File: config.mk
export PLATFORM = sky130hd
export DESIGN_NAME = round_arbiter
export DESIGN_NICKNAME = d
export VERILOG_FILES = /design/src/rtl/fpu_round_pkg.sv /design/src/rtl/rr_arbiter.sv /design/src/rtl/round_arbiter.sv
export SDC_FILE = /design/constraint.sdc
export NUM_CORES = 1
export LEC_CHECK = 0
export ABC_AREA = 1
export CAP_MARGIN = 25
export CORE_MARGIN = 1.5
export CORE_UTILIZATION = 67
export DETAILED_ROUTE_END_ITERATION = 6
export DONT_BUFFER_PORTS = 1
export PLACE_DENSITY = 0.89
export SYNTH_ARGS = -nofsm -noshare
export SYNTH_HDL_FRONTEND = slang
export SYNTH_HIERARCHICAL = 1
export SYNTH_SLANG_ARGS = --single-unit
File: constraint.sdc
create_clock -name clk_i -period 7.2 [get_ports clk_i]
set_input_delay 0.36 -clock clk_i [delete_from_list [all_inputs] [get_ports clk_i]]
set_output_delay 0.36 -clock clk_i [all_outputs]
set_load 0.05 [all_outputs]
File: src/rtl/fpu_round_pkg.sv
// Shared types and constants for the FP32 rounding-stage front end:
// field widths, rounding-mode encodings, GRS bit positions and the response record.
package fpu_round_pkg;

  localparam int FP32_W = 32;
  localparam int EXP_W  = 8;
  localparam int MAN_W  = 23;
  localparam int RM_W   = 3;
  localparam int GRS_W  = 3;

  typedef enum logic [2:0] {
    RM_RNE = 3'd0,
    RM_RTZ = 3'd1,
    RM_RDN = 3'd2,
    RM_RUP = 3'd3,
    RM_RMM = 3'd4
  } rmode_e;

  localparam int GRS_G = 2;
  localparam int GRS_R = 1;
  localparam int GRS_S = 0;

  // Response record is sized for the largest supported configuration
  // (8 requesters, 16-bit tags); narrower instances use the low bits.
  localparam int SRC_W_MAX = 3;
  localparam int TAG_W_MAX = 16;

  typedef struct packed {
    logic [FP32_W-1:0]    data;
    logic [SRC_W_MAX-1:0] src;
    logic [TAG_W_MAX-1:0] tag;
    logic                 inexact;
    logic                 rm_err;
  } rsp_t;

  function automatic logic rm_reserved(input logic [RM_W-1:0] rm);
    return rm > 3'(RM_RMM);
  endfunction

endpackage

File: src/rtl/rr_arbiter.sv
// Round-robin arbiter: combinational search from a rotating pointer.
// The pointer moves past the winner only when the grant is actually taken (en).
module rr_arbiter #(
  parameter int N = 3
) (
  input  logic                 clk_i,
  input  logic                 rst_ni,
  input  logic [N-1:0]         req,
  input  logic                 en,
  output logic [N-1:0]         gnt,
  output logic [$clog2(N)-1:0] gnt_idx
);

  localparam int IDX_W = $clog2(N);

  logic [IDX_W-1:0] ptr_reg;
  logic [IDX_W-1:0] ptr_next;
  logic [IDX_W-1:0] cand;
  logic             found;

  always_comb begin
    gnt     = '0;
    gnt_idx = '0;
    found   = 1'b0;
    cand    = '0;
    for (int k = 0; k < N; k++) begin
      cand = IDX_W'((32'(ptr_reg) + 32'(k)) % 32'(N));
      if (!found && req[cand]) begin
        found        = 1'b1;
        gnt[cand]    = 1'b1;
        gnt_idx      = cand;
      end
    end
  end

  assign ptr_next = (gnt_idx == IDX_W'(N - 1)) ? '0 : gnt_idx + IDX_W'(1);

  always_ff @(posedge clk_i or negedge rst_ni) begin
    if (!rst_ni) begin
      ptr_reg <= '0;
    end else if (en && found) begin
      ptr_reg <= ptr_next;
    end
  end

endmodule

File: src/rtl/round_arbiter.sv
// Shares one FP32 rounding stage among NUM_REQ requesters, one op per cycle,
// and returns results in issue order through a 2-entry credit-controlled buffer.
module round_arbiter
  import fpu_round_pkg::*;
#(
  parameter int NUM_REQ = 3,
  parameter int TAG_W   = 4
) (
  input  logic                       clk_i,
  input  logic                       rst_ni,
  input  logic [NUM_REQ-1:0]         req_valid_i,
  output logic [NUM_REQ-1:0]         req_ready_o,
  input  logic [NUM_REQ*32-1:0]      req_data_i,
  input  logic [NUM_REQ*3-1:0]       req_rmode_i,
  input  logic [NUM_REQ*3-1:0]       req_grs_i,
  input  logic [NUM_REQ*TAG_W-1:0]   req_tag_i,
  output logic [31:0]                rnd_data_o,
  output logic [2:0]                 rnd_rmode_o,
  output logic [2:0]                 rnd_grs_o,
  input  logic [31:0]                rnd_data_i,
  output logic                       rsp_valid_o,
  input  logic                       rsp_ready_i,
  output logic [31:0]                rsp_data_o,
  output logic [$clog2(NUM_REQ)-1:0] rsp_src_o,
  output logic [TAG_W-1:0]           rsp_tag_o,
  output logic                       rsp_inexact_o,
  output logic                       rsp_rm_err_o
);

  localparam int SRC_W = $clog2(NUM_REQ);

  logic [FP32_W-1:0] data_arr  [NUM_REQ];
  logic [RM_W-1:0]   rmode_arr [NUM_REQ];
  logic [GRS_W-1:0]  grs_arr   [NUM_REQ];
  logic [TAG_W-1:0]  tag_arr   [NUM_REQ];

  for (genvar gi = 0; gi < NUM_REQ; gi++) begin : g_unpack
    assign data_arr[gi]  = req_data_i[gi*FP32_W +: FP32_W];
    assign rmode_arr[gi] = req_rmode_i[gi*RM_W +: RM_W];
    assign grs_arr[gi]   = req_grs_i[gi*GRS_W +: GRS_W];
    assign tag_arr[gi]   = req_tag_i[gi*TAG_W +: TAG_W];
  end

  logic [NUM_REQ-1:0] gnt;
  logic [SRC_W-1:0]   gnt_idx;
  logic               gnt_any;
  logic               can_issue;
  logic               issue;
  logic               push;
  logic               pop;

  logic               inflight_valid_reg;
  rsp_t               inflight_reg;
  rsp_t               push_entry;
  rsp_t               head;
  rsp_t               fifo_mem [2];
  logic               wr_ptr_reg;
  logic               rd_ptr_reg;
  logic [1:0]         occ_reg;

  logic [FP32_W-1:0]  rnd_data_reg;
  logic [RM_W-1:0]    rnd_rmode_reg;
  logic [GRS_W-1:0]   rnd_grs_reg;

  // Two credits shared by buffered results and the op inside the rounding stage;
  // a pop in the same cycle frees one. Reset forces everything idle immediately.
  assign pop       = rsp_valid_o & rsp_ready_i;
  assign can_issue = rst_ni & (((occ_reg + {1'b0, inflight_valid_reg}) < 2'd2) | pop);

  rr_arbiter #(.N(NUM_REQ)) u_arb (
    .clk_i   (clk_i),
    .rst_ni  (rst_ni),
    .req     (req_valid_i),
    .en      (can_issue),
    .gnt     (gnt),
    .gnt_idx (gnt_idx)
  );

  assign gnt_any     = rst_ni & (|gnt);
  assign req_ready_o = gnt & {NUM_REQ{can_issue}};
  assign issue       = |req_ready_o;

  assign rnd_data_o  = gnt_any ? data_arr[gnt_idx]  : rnd_data_reg;
  assign rnd_rmode_o = gnt_any ? rmode_arr[gnt_idx] : rnd_rmode_reg;
  assign rnd_grs_o   = gnt_any ? grs_arr[gnt_idx]   : rnd_grs_reg;

  always_ff @(posedge clk_i or negedge rst_ni) begin
    if (!rst_ni) begin
      rnd_data_reg  <= '0;
      rnd_rmode_reg <= '0;
      rnd_grs_reg   <= '0;
    end else if (gnt_any) begin
      rnd_data_reg  <= data_arr[gnt_idx];
      rnd_rmode_reg <= rmode_arr[gnt_idx];
      rnd_grs_reg   <= grs_arr[gnt_idx];
    end
  end

  always_ff @(posedge clk_i or negedge rst_ni) begin
    if (!rst_ni) begin
      inflight_valid_reg <= 1'b0;
      inflight_reg       <= '0;
    end else begin
      inflight_valid_reg <= issue;
      if (issue) begin
        inflight_reg.data    <= '0;
        inflight_reg.src     <= SRC_W_MAX'(gnt_idx);
        inflight_reg.tag     <= TAG_W_MAX'(tag_arr[gnt_idx]);
        inflight_reg.inexact <= |grs_arr[gnt_idx];
        inflight_reg.rm_err  <= rm_reserved(rmode_arr[gnt_idx]);
      end
    end
  end

  // The rounding stage result lands exactly one cycle after issue.
  assign push = inflight_valid_reg;

  always_comb begin
    push_entry      = inflight_reg;
    push_entry.data = rnd_data_i;
  end

  always_ff @(posedge clk_i or negedge rst_ni) begin
    if (!rst_ni) begin
      fifo_mem[0] <= '0;
      fifo_mem[1] <= '0;
      wr_ptr_reg  <= 1'b0;
      rd_ptr_reg  <= 1'b0;
      occ_reg     <= 2'd0;
    end else begin
      if (push) begin
        fifo_mem[wr_ptr_reg] <= push_entry;
        wr_ptr_reg           <= ~wr_ptr_reg;
      end
      if (pop) begin
        rd_ptr_reg <= ~rd_ptr_reg;
      end
      case ({push, pop})
        2'b10:   occ_reg <= occ_reg + 2'd1;
        2'b01:   occ_reg <= occ_reg - 2'd1;
        default: occ_reg <= occ_reg;
      endcase
    end
  end

  assign rsp_valid_o = (occ_reg != 2'd0);
  assign head        = rsp_valid_o ? fifo_mem[rd_ptr_reg] : '0;

  assign rsp_data_o    = head.data;
  assign rsp_src_o     = head.src[SRC_W-1:0];
  assign rsp_tag_o     = head.tag[TAG_W-1:0];
  assign rsp_inexact_o = head.inexact;
  assign rsp_rm_err_o  = head.rm_err;

  logic unused_head_bits;
  assign unused_head_bits = ^{head.src, head.tag};

endmodule
==> results.cfg <==
[status]
status = complete, no violations

[global_routing]
grt_overflow = 0
grt_pass1_vias = 6084
grt_max_degree = 134
track_usage = 0.3717
grt_pass1_wl_mm = 29.76
antenna_found_initial = 2

[worst_setup_path]
slowest_delay_ns = 0.67
crit_fanout = 45
critPathMostFrequentCell = nand2_1
arrival_ns = 4.14
worstPathRequired_ns = 6.84
worstSetupEndpointType = output port
cp_cell_sequence = inv_1 -> ha_1 -> inv_2 -> nor2_1 -> nor2_1 -> nand3_1 -> nand2_1 -> inv_1 -> nand2_1 -> buf_4 -> inv_4 -> nand2_2 -> inv_2 -> nand2_1 -> a31oi_2
r2r_start = u_arb/ptr_reg[0]
startpoint_type = flop
crit_slowest_cell = a31oi_2
crit_start = u_arb/ptr_reg[0]
crit_type = flop to output port

[timing]
rsz0062_at_grt = false
setup_viol = 0
skew_ns = 0.008929
relSlewSlack = 0.2214
slew_viol_final = 0
finalSetupTns_ns = 0
hold_viol = 0
timing.final.crit_share = 0.6250
worst_pin_slew_ns = 1.172
min_period_ns = 4.500
fmax_mhz = 222.2

[placed_design]
placed_cell_area_mm2 = 0.006973
hpwl_mm = 12.25
portBuffers = 0
place_congestion = 0.9997

[clocking]
clk_pin_slew_ns = 0.06
cts.sink_count = 133
clockBufferDepth = 2
cts.root.buffer_cell = clkbuf_8
cts_setup_buffers = 0
insertion_delay_ns = 0.52
cts_tree = done
cts_made_buffers = 17
htree_levels = 4

[floorplanning]
start_util = 0.6878
die_area_mm2 = 0.01064
core-area_mm2 = 0.009774
num_rows = 36
chipHeight_um = 103.2
pin_count = 246
die_x_um = 103.2

[flow_run]
maxCapViolCount = 0

[detailed_routing]
viasPerCell = 5.891
dr.pass1.iters = 6
wl_per_cell_um = 18.19
drt_iter0_markers = 404
drc = 0
via_count = 6386
totalWireLength_mm = 19.72
ant_nets = 0

[yosys]
synth-seq-cells = 133
yosysWarnings = 6
avgSynthCellArea_um2 = 7.571
synth.distinct_cells = 29
syn-num-nets = 1057
synth-seq-area-share = 0.4951
syn_area_mm2 = 0.006723
synth_cells = 888

[final_layout]
area_growth_pct = 19.28
mostFrequentLayoutCells = nand2_1 (245), dfrtp_1 (133), nor2_1 (121)
drive_above_1_share = 0.1160
multi_input_area_mm2 = 0.002838
final_cell_area_mm2 = 0.008019
layout_commonest_cell = nand2_1
regArea_mm2 = 0.003328
finalNetCount = 1104
nFillCells = 576
largest_reg_flops = 80

[hold_path]
min_from = rnd_data_i[6]
hp-class = primary input to flop
## what timing repair did
item                      4_1_cts  5_1_grt
hold endpoints to repair      170        0
resized for setup               0        0
hold buffers                   31        0
## through the flow
stage | utilization | std cells | hold slack, ns | worst slack (ns)
2_1_floorplan | - | 888 | 0.06441 | 3.929
3_3_place_gp | 0.7103 | 1007 | 0.06714 | 3.171
3_5_place_dp | 0.7134 | 1011 | 0.06638 | 2.955
4_1_cts | 0.8130 | 1074 | 0.002242 | 2.383
5_1_grt | 0.8201 | 1083 | 0.01343 | 2.434
6_report | 0.8204 | 1084 | 0.02273 | 2.700
## Yosys cell counts
library cell | count | share of area
a21oi_1 | 48 | 0.036
a31oi_1 | 35 | 0.033
buf_2 | 18 | 0.013
buf_4 | 1 | 0.0011
buf_6 | 6 | 0.010
clkbuf_1 | 31 | 0.017
dfrtp_1 | 133 | 0.50
ha_1 | 5 | 0.0093
inv_1 | 71 | 0.040
inv_2 | 5 | 0.0028
inv_4 | 1 | 0.00093
nand2_1 | 246 | 0.14
nand2_2 | 5 | 0.0047
nand2_4 | 1 | 0.0017
nand3_1 | 11 | 0.0082
nand3_2 | 4 | 0.0060
nand4_1 | 2 | 0.0019
nor2_1 | 122 | 0.068
nor2_2 | 2 | 0.0019
nor2_4 | 1 | 0.0017
nor3_4 | 1 | 0.0024
o211ai_1 | 2 | 0.0022
o21ai_0 | 88 | 0.066
o21ai_1 | 41 | 0.031
o21ai_2 | 3 | 0.0039
o221ai_1 | 1 | 0.0013
or2_1 | 1 | 0.00093
xnor2_1 | 1 | 0.0013
xor2_1 | 2 | 0.0026
## cell families (layout without fill, tap and decap cells)
logic type,count (synthesis),after routing,share of synthesized area
other cells,0,3,0
flops,133,133,0.4951
fa+ha+maj,5,5,0.009306
xor+xnor,3,3,0.003909
buf+inv,133,193,0.08524
compound gates,218,218,0.1718
simple gates,396,396,0.2347
## worst paths after layout
check,to,slack (ns),cells after the start
min,fifo_mem[80],0.02,2
min reg2reg,fifo_mem[44],0.48,2
max,rnd_data_o[29],2.70,15
max reg2reg,rnd_data_reg[29],3.40,15
max in group asynchronous,inflight_reg[3],6.26,2
min in group asynchronous,fifo_mem[43],0.49,2
## area by class of cell
| cell class | instances | share of cell area |
|---|---|---|
| Tap cell | 133 | 0.02075 |
| Clock inverter | 12 | 0.02496 |
| Multi-Input combinational cell | 622 | 0.3539 |
| Antenna cell | 3 | 0.0009362 |
| Inverter | 77 | 0.03636 |
| Timing Repair Buffer | 84 | 0.09253 |
| Sequential cell | 133 | 0.4150 |
| Clock buffer | 20 | 0.05555 |
## critical path: cells and delay by family, from the launching register on
family | cells | cell delay [ns]
buffers and inverters | 6 | 1.38
and+or+nand+nor | 7 | 0.69
AOI/OAI and AO/OA | 1 | 0.67
adders and majority gates | 1 | 0.41
DFF | 1 | 0.40
## per-layer routing
layer,wire length (µm),GRT usage,vias up
met1,7156,0.4207,3001
li1,-,-,2943
met2,10070,0.6306,368
met4,928,0.2017,0
met3,1567,0.1169,74
met5,0,0,-
Power is left out: the tool's default activity adds up to more than one toggle a clock period on the data nets, which glitch-free logic cannot reach.
